## src/rtl/cdb_arb.sv

```systemverilog
// Round-robin arbiter for execution-unit result channels onto the common data bus.
// The grant is combinational; the granted tag/data are broadcast from a register one cycle later.
module cdb_arb #(
  parameter int N_REQ = 4,
  parameter int TAG_W = 4,
  localparam int PTR_W = $clog2(N_REQ)
) (
  input  logic                   clk,
  input  logic                   rst,
  input  logic                   flush,
  input  logic [N_REQ-1:0]       exu_req,
  input  logic [N_REQ*TAG_W-1:0] exu_tag,
  input  logic [N_REQ*32-1:0]    exu_wdata,
  output logic [N_REQ-1:0]       exu_rdy,
  output logic                   cdb_wr,
  output logic [TAG_W-1:0]       cdb_tag,
  output logic [31:0]            cdb_wdata
);

  localparam int DATA_W = 32;

  logic [PTR_W-1:0]  rr_ptr;
  logic [N_REQ-1:0]  gnt;
  logic [PTR_W-1:0]  gnt_idx;
  logic [PTR_W-1:0]  scan_idx;
  logic              gnt_any;
  logic              xfer;
  logic [TAG_W-1:0]  sel_tag;
  logic [DATA_W-1:0] sel_data;

  logic              vld_p1;
  logic [TAG_W-1:0]  tag_p1;
  logic [DATA_W-1:0] data_p1;

  function automatic logic [PTR_W-1:0] ptr_inc(input logic [PTR_W-1:0] p);
    return (p == PTR_W'(N_REQ - 1)) ? '0 : p + 1'b1;
  endfunction

  // Stage p0: scan from rr_ptr upward, wrapping, and grant the first requester
  always_comb begin
    gnt      = '0;
    gnt_idx  = '0;
    gnt_any  = 1'b0;
    scan_idx = '0;
    for (int k = 0; k < N_REQ; k++) begin
      scan_idx = PTR_W'((int'(rr_ptr) + k) % N_REQ);
      if (!gnt_any && exu_req[scan_idx]) begin
        gnt[scan_idx] = 1'b1;
        gnt_idx       = scan_idx;
        gnt_any       = 1'b1;
      end
    end
  end

  // rst outranks flush, and both suppress any grant in the current cycle
  assign exu_rdy  = (rst || flush) ? '0 : gnt;
  assign xfer     = |exu_rdy;
  assign sel_tag  = exu_tag[int'(gnt_idx)*TAG_W +: TAG_W];
  assign sel_data = exu_wdata[int'(gnt_idx)*DATA_W +: DATA_W];

  // Stage p1: registered broadcast; tag/data hold when idle and are qualified by cdb_wr
  always_ff @(posedge clk) begin
    if (rst) begin
      rr_ptr  <= '0;
      vld_p1  <= 1'b0;
      tag_p1  <= '0;
      data_p1 <= '0;
    end else begin
      vld_p1 <= xfer;
      if (xfer) begin
        rr_ptr  <= ptr_inc(gnt_idx);
        tag_p1  <= sel_tag;
        data_p1 <= sel_data;
      end
    end
  end

  assign cdb_wr    = vld_p1;
  assign cdb_tag   = tag_p1;
  assign cdb_wdata = data_p1;

endmodule

```

## config.mk

```make
export PLATFORM = sky130hd
export DESIGN_NAME = cdb_arb
export DESIGN_NICKNAME = d
export VERILOG_FILES = /design/src/rtl/cdb_arb.sv
export SDC_FILE = /design/constraint.sdc
export NUM_CORES = 1
export LEC_CHECK = 0
export BUFFER_PORTS_ARGS = -buffer_cell sky130_fd_sc_hd__buf_2
export CAP_MARGIN = 20
export CELL_PAD_IN_SITES_DETAIL_PLACEMENT = 1
export CELL_PAD_IN_SITES_GLOBAL_PLACEMENT = 1
export CORE_MARGIN = 5
export CORE_UTILIZATION = 34
export DETAILED_ROUTE_END_ITERATION = 10
export PLACE_DENSITY_LB_ADDON = 0.12
export RECOVER_POWER = 25
export SETUP_SLACK_MARGIN = 0.2
export SLEW_MARGIN = 20
export SYNTH_ARGS = -nofsm -noshare
export SYNTH_HDL_FRONTEND = slang
export SYNTH_SLANG_ARGS = --single-unit
```

## constraint.sdc

```tcl
create_clock -name clk -period 5.9 [get_ports clk]
set_input_delay 1.475 -clock clk [delete_from_list [all_inputs] [get_ports clk]]
set_output_delay 1.475 -clock clk [all_outputs]
set_load 0.005 [all_outputs]
```

### After elaboration in Yosys (flattened, before gate mapping)

Cells that the tools add are included.

| cells by class | value |
|---|---|
| $add $sub $neg | 4 |
| $lt $le $gt $ge | 8 |
| equality and inequality tests | 1 |
| shifts and indexed selects | 2 |
| multiplexer cells | 29 |
| bitwise logic cells | 3 |
| reduce and logical (&&, ||, !) cells | 12 |

Operators with widths:

| cell | count |
|---|---|
| 128-bit by 8-bit indexed part select with 32-bit output | 1 |
| 4-bit 2-to-1 mux | 5 |
| 16-bit by 5-bit indexed part select with 4-bit output | 1 |
| 2-bit by 3-bit less-than comparator with 1-bit output, second input constant | 4 |
| 4-bit bitwise OR | 3 |
| 1-bit 2-to-1 mux | 11 |
| 2-bit 2-to-1 mux | 5 |
| 1-bit binary-select mux with 2-bit select | 4 |
| 1-bit demux with 2-bit select | 4 |
| 2-bit by 1-bit >= comparator with 1-bit output, second input constant | 4 |
| 1-bit logical AND | 7 |
| 2-bit by 1-bit adder with 2-bit output, second input constant | 2 |
| 2-bit adder, second input constant | 2 |
| 4-bit OR reduction | 1 |
| 1-bit zero test | 3 |
| 2-bit == test, second input constant | 1 |
| 1-bit logical OR | 1 |

| storage, ports and cells | value |
|---|---|
| register bits after elaboration | 39 |
| bits of input ports | 151 |
| output and inout bits | 41 |
| word-level logic and storage cells | 63 |

### Depth between registers and ports, before layout

Gate-level depths: netlist of the first run.

| depth | value |
|---|---|
| depth after elaboration | 14 |
| mapped depth | 14 |
| gate-level depth less buffers | 9 |

### Worst setup path before layout of the first run

Ideal clock, no wire load.

| timing | value |
|---|---|
| path kind | input to output |
| start point | input exu_req[0] |
| end point | output exu_rdy[0] |
| data arrival time | 2.662 ns |
| data required time | 4.425 ns |
| setup slack | 1.763 ns |
| cell stages on the path | 7 |
| buffers on the path | 1 |
| path through | buf_2 > or3_1 > o31ai_2 > inv_2 > nor2_1 > nand2_1 > a21oi_1 |

| on the way | value |
|---|---|
| word-level cells in the longest chain between the ends | 13 |
| elaborated cells between the ends (all ways) | 25 |
| those cells by class | mux (16); bitwise (3); reduce/logical (6) |

Ends and longest elaborated chain:

| what | line | source |
|---|---|---|
| start: declaration | 11 | `input logic [N_REQ-1:0] exu_req,` |
| 1-bit binary-select mux with 2-bit select | 47 | `if (!gnt_any && exu_req[scan_idx]) begin` |
| 1-bit 2-to-1 mux (implied by the code) | 47 |  |
| 1-bit 2-to-1 mux | 47 |  |
| 1-bit zero test | 47 |  |
| 1-bit logical AND | 47 |  |
| 1-bit 2-to-1 mux | 47 |  |
| 1-bit zero test | 47 |  |
| 1-bit logical AND | 47 |  |
| 1-bit 2-to-1 mux | 47 |  |
| 1-bit zero test | 47 |  |
| 1-bit logical AND | 47 |  |
| 4-bit 2-to-1 mux (*) | 47 |  |
| 4-bit 2-to-1 mux (*) | 56 | `assign exu_rdy = (rst \|\| flush) ? '0 : gnt;` |
| end: declaration | 14 | `output logic [N_REQ-1:0] exu_rdy,` |

Mark *: on every way between the ends. The rest lies on a longest branch, timed or not. The select of a mux whose other input is x is not followed.

### Worst setup path after layout of the first run

| timing | value |
|---|---|
| start point | register rr_ptr[0] |
| end point | output exu_rdy[2] |

| on the way | value |
|---|---|
| word-level cells in the longest chain between the ends | 13 |
| elaborated cells between the ends (all ways) | 48 |
| those cells by class | add/sub (3); order compare (8); mux (24); bitwise (3); reduce/logical (10) |

Ends and longest elaborated chain:

| what | line | source |
|---|---|---|
| start: declaration | 22 | `logic [PTR_W-1:0] rr_ptr;` |
| start signal: assignment | 71 | `rr_ptr <= ptr_inc(gnt_idx);` |
| branches (longest 11 deep; another with 2-bit by 3-bit less-than comparator with 1-bit output) | - |  |
| 4-bit 2-to-1 mux (*) | 47 |  |
| 4-bit 2-to-1 mux (*) | 56 |  |

Mark *: on every way between the ends. The select of a mux whose other input is x is not followed.

==> results.py, run 1 <==
metrics = {
    "worst_setup_path": {
        "critPathArrivalTime_ns": 3.22,
        "max_stage_delay_ns": 0.84,
        "cp-start-kind": "flop",
        "rr_startpoint": "rr_ptr[0]",
        "critPathLaunch": "rr_ptr[0]",
        "rrSetupSlack_ns": 2.00,
        "critical_path_required_ns": 4.43,
        "endpoint_kind": "output port",
        "cp_max_fo": 20,
        "crit_chain": "inv_2 -> ha_1 -> or3b_1 -> o21ai_0 -> a311oi_1 -> nor2_1 -> nand2_1 -> a21oi_1 -> buf_2",
        "critPathKind": "reg -> out",
        "slowest_stage": "dfxtp_1",
    },
    "routing": {
        "drc_errors": 0,
        "drt-wirelength-per-cell_um": 16.0,
        "drt_iter0_drc": 85,
        "via_count": 3245,
        "drtAntennaViolNets": 0,
        "wl_mm": 10.3,
        "drtPass1Iterations": 4,
        "routed_via_density": 5.06,
    },
    "clock_network": {
        "post_cts_resized": 0,
        "htreeDepth": 2,
        "cts_hold_buf": 0,
        "post_cts_buffers": 0,
        "cts_tree": "yes",
        "clk_latency_ns": 0.29,
        "clk_path_buf_depth": 2,
        "clkSinkCount": 39,
        "cts_buffers": 5,
        "clkTransAtPathRegs_ns": 0.08,
        "cts-root-buf": "clkbuf_8",
    },
    "synthesis": {
        "synth_cell_type_count": 43,
        "synth-seq-area-share_pct": 23.6,
        "synth_nets": 497,
        "synth_seq_cells": 39,
        "synth_edf_count": 0,
        "async_reset_ff_share_pct": 0,
        "syn_inst": 339,
        "netlist_area_mm2": 0.00331,
        "syn_area_per_cell_um2": 9.76,
        "synth_ff_type": "dfxtp_1",
        "yosysWarningCount": 0,
    },
    "sta": {
        "hold_violations": 0,
        "tightest_slew_ns": 0.978,
        "skew_ns": 0.00664,
        "finalCriticalPeriod_ns": 4.69,
        "slew_violations": 0,
        "fin_setup_tns_ns": 0,
        "max_freq_mhz": 213,
        "slew_headroom_pct": 34.7,
        "rsz0062_at_grt": "false",
        "finalCritPeriodShare_pct": 79.5,
        "setup_viol": 0,
    },
    "cells_and_area": {
        "area_growth_pct": 30.3,
        "num-fill-cells": 1179,
        "final_net_count": 665,
        "drive_gt1_share_pct": 39.4,
        "diodes": 0,
    },
    "power_and_ir_drop": {
        "p_switching_uw": 429,
        "seqPwrFrac_pct": 30.4,
        "p_comb_share_pct": 53.3,
        "cell_internal_pwr_uw": 680,
        "leakage_uw": 0.00223,
        "power-per-cell-area_mw_per_mm2": 257,
        "peakVddDrop_uv": 94.3,
        "power.total_uw": 1110,
        "pwr-share-clk_pct": 16.3,
        "sw_frac_of_total_pct": 38.7,
    },
    "die": {
        "rows": 36,
        "dieArea_mm2": 0.0118,
        "die_w_um": 109,
        "die_h_um": 109,
        "core_mm2": 0.00964,
        "io_pins": 192,
        "start_util_pct": 34.3,
    },
    "placement": {
        "port_buffers": 191,
        "hpwl_mm": 7.97,
        "globalplace.congestion": 0.827,
    },
    "global_routing": {
        "grt.total_usage_pct": 16.5,
        "grt_first_pass_wirelength_mm": 15.9,
        "grt_overflow": 0,
        "grt_start_max_net_pins": 73,
        "grt_pass1_vias": 3301,
        "grt_antenna_before_repair": 0,
    },
    "worst_hold_path": {
        "min-delay-start": "cdb_wdata[19]",
        "hold_class": "reg -> reg",
    },
    "status": {
        "outcome": "finished, final reports clean",
    },
    "job": {
        "cap_violations": 0,
    },
}
worst paths after layout:
kind                    to  cells past startpoint
max             exu_rdy[2]                      9
min          cdb_wdata[19]                      2
max reg2reg  cdb_wdata[14]                     10
min reg2reg  cdb_wdata[19]                      2
cells in the mapped netlist, types with 2 or more instances:
library cell / n / area [um2]
clkbuf_1: 9 / 33.8
buf_2: 6 / 30.0
nand2_1: 10 / 37.5
nand2b_1: 2 / 12.5
a21oi_1: 6 / 30.0
buf_6: 11 / 124
dfxtp_1: 39 / 781
a21o_1: 4 / 30.0
o22ai_1: 4 / 25.0
mux4_2: 3 / 67.6
nor2_1: 6 / 22.5
inv_2: 3 / 11.3
a31o_1: 36 / 315
ha_1: 7 / 87.6
a211oi_1: 3 / 22.5
nor3b_1: 3 / 22.5
nor4_1: 4 / 25.0
and3_1: 37 / 231
mux2i_1: 110 / 1100
inv_1: 7 / 26.3
buf_4: 7 / 52.6
state kept, by name, indices dropped and copies added, names as in the netlist:
signal and flops:
rr_ptr 2, cdb_tag 4, cdb_wdata 32, cdb_wr 1
cells by family after synthesis:
logic type / count (synthesis) / share of synthesized area (%)
and+or+nand+nor: 70 / 12.6
xor gates and xnor gates: 1 / 0.265
muxes: 114 / 35.7
buffers and inverters: 43 / 8.40
adders and majority gates: 7 / 2.65
DFF: 39 / 23.6
AOI/OAI and AO/OA: 65 / 16.9
critical path: cells and delay by family, from the launching register on:
kind | cells | cell delay, ns
adder cells (fa/ha/maj) | 1 | 0.52
AND/OR/NAND/NOR | 3 | 0.82
buffers and inverters | 2 | 0.32
AO/OA/AOI/OAI | 3 | 0.43
flip-flops | 1 | 0.84
routing by layer:
| metal | track usage (%) | routed length [um] | share of wire [%] | vias to the layer above |
|---|---|---|---|---|
| met3 | 4.85 | 890 | 8.7 | 4 |
| met2 | 29.5 | 5190 | 51 | 110 |
| met4 | 3.52 | 49 | 0.48 | 0 |
| li1 | - | - | - | 1614 |
| met1 | 19.7 | 4120 | 40 | 1517 |
| met5 | 0 | 0 | 0 | - |
through the flow:
stage / instance area (um2) / setup WS, ns / instances / hold slack, ns / utilization, %
final: 4310 / 1.21 / 641 / 0.574 / 44.7
after global routing: 4310 / 0.913 / 641 / 0.599 / 44.7
after CTS: 4340 / 1.16 / 641 / 0.574 / 45.0
after detailed placement: 4250 / 1.38 / 633 / 0.549 / 44.1
after global placement: 4250 / 1.50 / 633 / 0.543 / 44.1
after floorplan: 3310 / 1.76 / 339 / 0.562 / -
cell type report:
cell class              instances  area, um2  area share, %
flip-flops and latches         39        781           18.1
repair buffers                194        955           22.1
multi-input cells             257       2290           53.0
clock buffers                   6       72.6           1.68
clock inverters                 2       12.5          0.290
well taps                     133        166           3.86
inverters                      10       37.5          0.871
cells in the final DEF (no fill, tap or decap), types with 2 or more instances in the layout:
cell / netlist / layout
a21oi_1: 6 / 6
inv_2: 3 / 3
clkbuf_1: 9 / 20
o22ai_1: 4 / 4
o31ai_4: 1 / 2
a21o_1: 4 / 4
mux4_2: 3 / 3
mux2i_1: 110 / 110
a211oi_1: 3 / 3
buf_2: 6 / 172
buf_4: 7 / 3
nor3b_1: 3 / 3
nand2_1: 10 / 10
dfxtp_1: 39 / 39
nor4_1: 4 / 4
nand2b_1: 2 / 2
inv_1: 7 / 7
nor2_1: 6 / 6
and3_1: 37 / 37
ha_1: 7 / 7
a31o_1: 36 / 36
clkbuf_8: 0 / 5
power groups by stage:
stage                     Sequential [uW]  Clock, uW  Combinational [uW]
final                                 337        181                 592
after global routing                  343        198                 654
after CTS                             337        188                 612
after detailed placement              342          0                 610
after global placement                340          0                 598
after floorplan                       342          0                 452
No activity file was read; power rests on OpenSTA's default activity.
==> run 2: changes to the inputs <==
--- a/config.mk
+++ b/config.mk
@@ -5,12 +5,13 @@
 export SDC_FILE = /design/constraint.sdc
 export NUM_CORES = 1
 export LEC_CHECK = 0
+export ABC_AREA = 1
 export BUFFER_PORTS_ARGS = -buffer_cell sky130_fd_sc_hd__buf_2
 export CAP_MARGIN = 20
 export CELL_PAD_IN_SITES_DETAIL_PLACEMENT = 1
 export CELL_PAD_IN_SITES_GLOBAL_PLACEMENT = 1
 export CORE_MARGIN = 5
-export CORE_UTILIZATION = 34
+export CORE_UTILIZATION = 27
 export DETAILED_ROUTE_END_ITERATION = 10
 export PLACE_DENSITY_LB_ADDON = 0.12
 export RECOVER_POWER = 25
==> constraint.sdc (replaced) <==
create_clock -name clk -period 3.98 [get_ports clk]
set_input_delay 0.995 -clock clk [delete_from_list [all_inputs] [get_ports clk]]
set_output_delay 0.995 -clock clk [all_outputs]
set_load 0.005 [all_outputs]
==> run 2 against run 1 <==
Largest cell class unchanged. Combinational power rose to 4.3 times the previous value. Die area up 42%. Via count up 47%. Sequential share of layout area down 2.5 points. Synthesized cell count up 100%.
==> results.py, run 2 <==
metrics = {
    "routing": {
        "drt_iter0_drc": 149,
        "met2_length_mm": 7.30,
        "drc_errors": 0,
        "via_count": 4755,
        "met1_length_mm": 5.73,
        "routed_via_density": 4.59,
        "wl_mm": 14.2,
        "drtPass1Iterations": 4,
        "route.met3.wl_mm": 1.02,
        "drt-wirelength-per-cell_um": 13.7,
        "highest_layer": "met5",
        "drtAntennaViolNets": 0,
    },
    "sta": {
        "hold_violations": 0,
        "tightest_slew_ns": 0.779,
        "fin_setup_tns_ns": 0,
        "max_freq_mhz": 285,
        "slew_headroom_pct": 48.0,
        "finalCritPeriodShare_pct": 88.3,
        "finalCriticalPeriod_ns": 3.51,
        "skew_ns": 0.00713,
        "rsz0062_at_grt": "false",
        "setup_viol": 0,
        "slew_violations": 0,
    },
    "placement": {
        "hpwl_mm": 10.7,
        "globalplace.congestion": 0.828,
        "dp.cells": 1026,
        "port_buffers": 191,
    },
    "clock_network": {
        "htreeDepth": 2,
        "clk_latency_ns": 0.29,
        "cts-root-buf": "clkbuf_16",
        "post_cts_buffers": 0,
        "clkTransAtPathRegs_ns": 0.06,
        "cts_buffers": 5,
        "clkSinkCount": 39,
        "cts_hold_buf": 0,
        "cts_tree": "yes",
        "post_cts_resized": 0,
        "clk_path_buf_depth": 2,
    },
    "global_routing": {
        "grt_overflow": 0,
        "grt.total_usage_pct": 16.7,
        "grt_first_pass_wirelength_mm": 22.9,
        "grt_start_max_net_pins": 78,
        "grt_antenna_before_repair": 3,
        "grt_pass1_vias": 4953,
    },
    "die": {
        "rows": 43,
        "io_pins": 192,
        "start_util_pct": 27.7,
        "dieArea_mm2": 0.0168,
        "die_w_um": 130,
        "core_mm2": 0.0139,
        "die_h_um": 130,
    },
    "worst_setup_path": {
        "endpoint_kind": "output port",
        "rrSetupSlack_ns": 0.87,
        "critPathArrivalTime_ns": 2.52,
        "cp_max_fo": 11,
        "max_stage_delay_ns": 0.58,
        "critPathBufInv": 4,
        "cpMostUsedCell": "nand2_1",
        "critical_path_required_ns": 2.98,
        "crit_chain": "inv_2 -> ha_1 -> inv_1 -> nand2_1 -> nand2_1 -> nor2_4 -> nand4_1 -> nand3_1 -> nand2_1 -> inv_1 -> buf_2",
        "cp-start-kind": "flop",
        "crit_family": "simple AND/OR/NAND/NOR gates",
        "critPathKind": "reg -> out",
        "slowest_stage": "dfxtp_1",
    },
    "cells_and_area": {
        "largest_reg_flops": 32,
        "layout_commonest_cell": "nand2_1",
        "area_growth_pct": 29.7,
        "drive_gt1_share_pct": 24.0,
        "final_net_count": 1011,
        "layout_common_cells": "216 x nand2_1, 176 x buf_2, 121 x inv_1, 87 x nand3_1, 77 x nor2_1",
        "layoutNonFillerInstCount": 1035,
    },
    "synthesis": {
        "synth.most_common_cell": "nand2_1",
        "synth_cell_type_count": 22,
        "syn_area_per_cell_um2": 5.59,
        "syn_inst": 690,
        "yosysWarningCount": 0,
        "synth_common_cells": "217 x nand2_1, 121 x inv_1, 87 x nand3_1",
        "synth-seq-area-share_pct": 20.2,
        "async_reset_ff_share_pct": 0,
        "yosysTopAreaCell": "nand2_1",
        "synth_edf_count": 0,
        "synth_seq_cells": 39,
        "netlist_area_mm2": 0.00386,
        "synth_ff_type": "dfxtp_1",
        "yosysTopAreaCellShare_pct": 21.1,
        "synth_nets": 848,
        "synthTopCellsByArea": "nand2_1 21%, dfxtp_1 20%, nand3b_1 14%",
    },
    "power_and_ir_drop": {
        "pwr-share-clk_pct": 13.2,
        "power-per-cell-area_mw_per_mm2": 719,
        "sw_frac_of_total_pct": 52.7,
        "p_switching_uw": 1900,
        "p_comb_share_pct": 70.9,
        "power.total_uw": 3600,
        "cell_internal_pwr_uw": 1700,
        "leakage_uw": 0.00301,
        "peakVddDrop_uv": 531,
        "seqPwrFrac_pct": 15.9,
    },
    "job": {
        "cap_violations": 0,
    },
    "worst_hold_path": {
        "hold_class": "reg -> reg",
    },
    "status": {
        "outcome": "finished, final reports clean",
    },
}
run 2: metal layers:
layer,GRT usage (%),vias up
met5,0,-
met3,4.78,18
met2,31.9,110
li1,-,2418
met4,3.36,4
met1,18.3,2205
run 2: cells by family (layout without fill, tap and decap cells):
family | Yosys count | in the layout | synth area share [%]
and+or+nand+nor | 468 | 468 | 56.6
buffers and inverters | 165 | 329 | 19.1
DFF | 39 | 39 | 20.2
AOI/OAI and AO/OA | 10 | 10 | 1.56
adders and majority gates | 7 | 7 | 2.27
xor gates and xnor gates | 1 | 1 | 0.227
other | 0 | 1 | 0
run 2: stage by stage:
stage	utilization, %	worst slack [ns]	cell area (um2)	hold WS (ns)
2_1_floorplan	-	1.17	3860	0.505
3_3_place_gp	34.8	0.878	4850	0.496
3_5_place_dp	34.8	0.739	4850	0.501
4_1_cts	36.0	0.489	5020	0.513
5_1_grt	35.9	0.285	5000	0.548
6_report	35.9	0.466	5000	0.510
run 2: layout make-up:
| type | count | area [um2] |
|---|---|---|
| tap | 180 | 225 |
| sequential | 39 | 781 |
| clock buffer | 6 | 139 |
| inverter | 123 | 462 |
| antenna | 1 | 2.50 |
| timing repair buffer | 198 | 1010 |
| fill | 1979 | 8930 |
| clock inverter | 2 | 35.0 |
| multi-input combinational | 486 | 2350 |
run 2: final timing paths:
check / start / to / cells past startpoint
max: rr_ptr[0] / exu_rdy[0] / 11
min: cdb_wdata[28] / cdb_wdata[28] / 4
max reg2reg: rr_ptr[0] / cdb_wdata[13] / 17
min reg2reg: cdb_wdata[28] / cdb_wdata[28] / 4
run 2: worst reg2reg max path, delay by kind of cell, from the launching register on:
kind | cells | cell delay (ns)
AND/OR/NAND/NOR | 12 | 1.20
adder cells (fa/ha/maj) | 1 | 0.42
buffers and inverters | 4 | 0.84
flip-flops | 1 | 0.58
run 2: power by group through the flow:
stage | Clock, uW | Combinational, uW | Sequential (uW)
5_1_grt | 512 | 2950 | 587
3_3_place_gp | 0 | 2540 | 576
4_1_cts | 494 | 2630 | 573
2_1_floorplan | 0 | 2070 | 580
6_report | 475 | 2550 | 572
3_5_place_dp | 0 | 2610 | 581
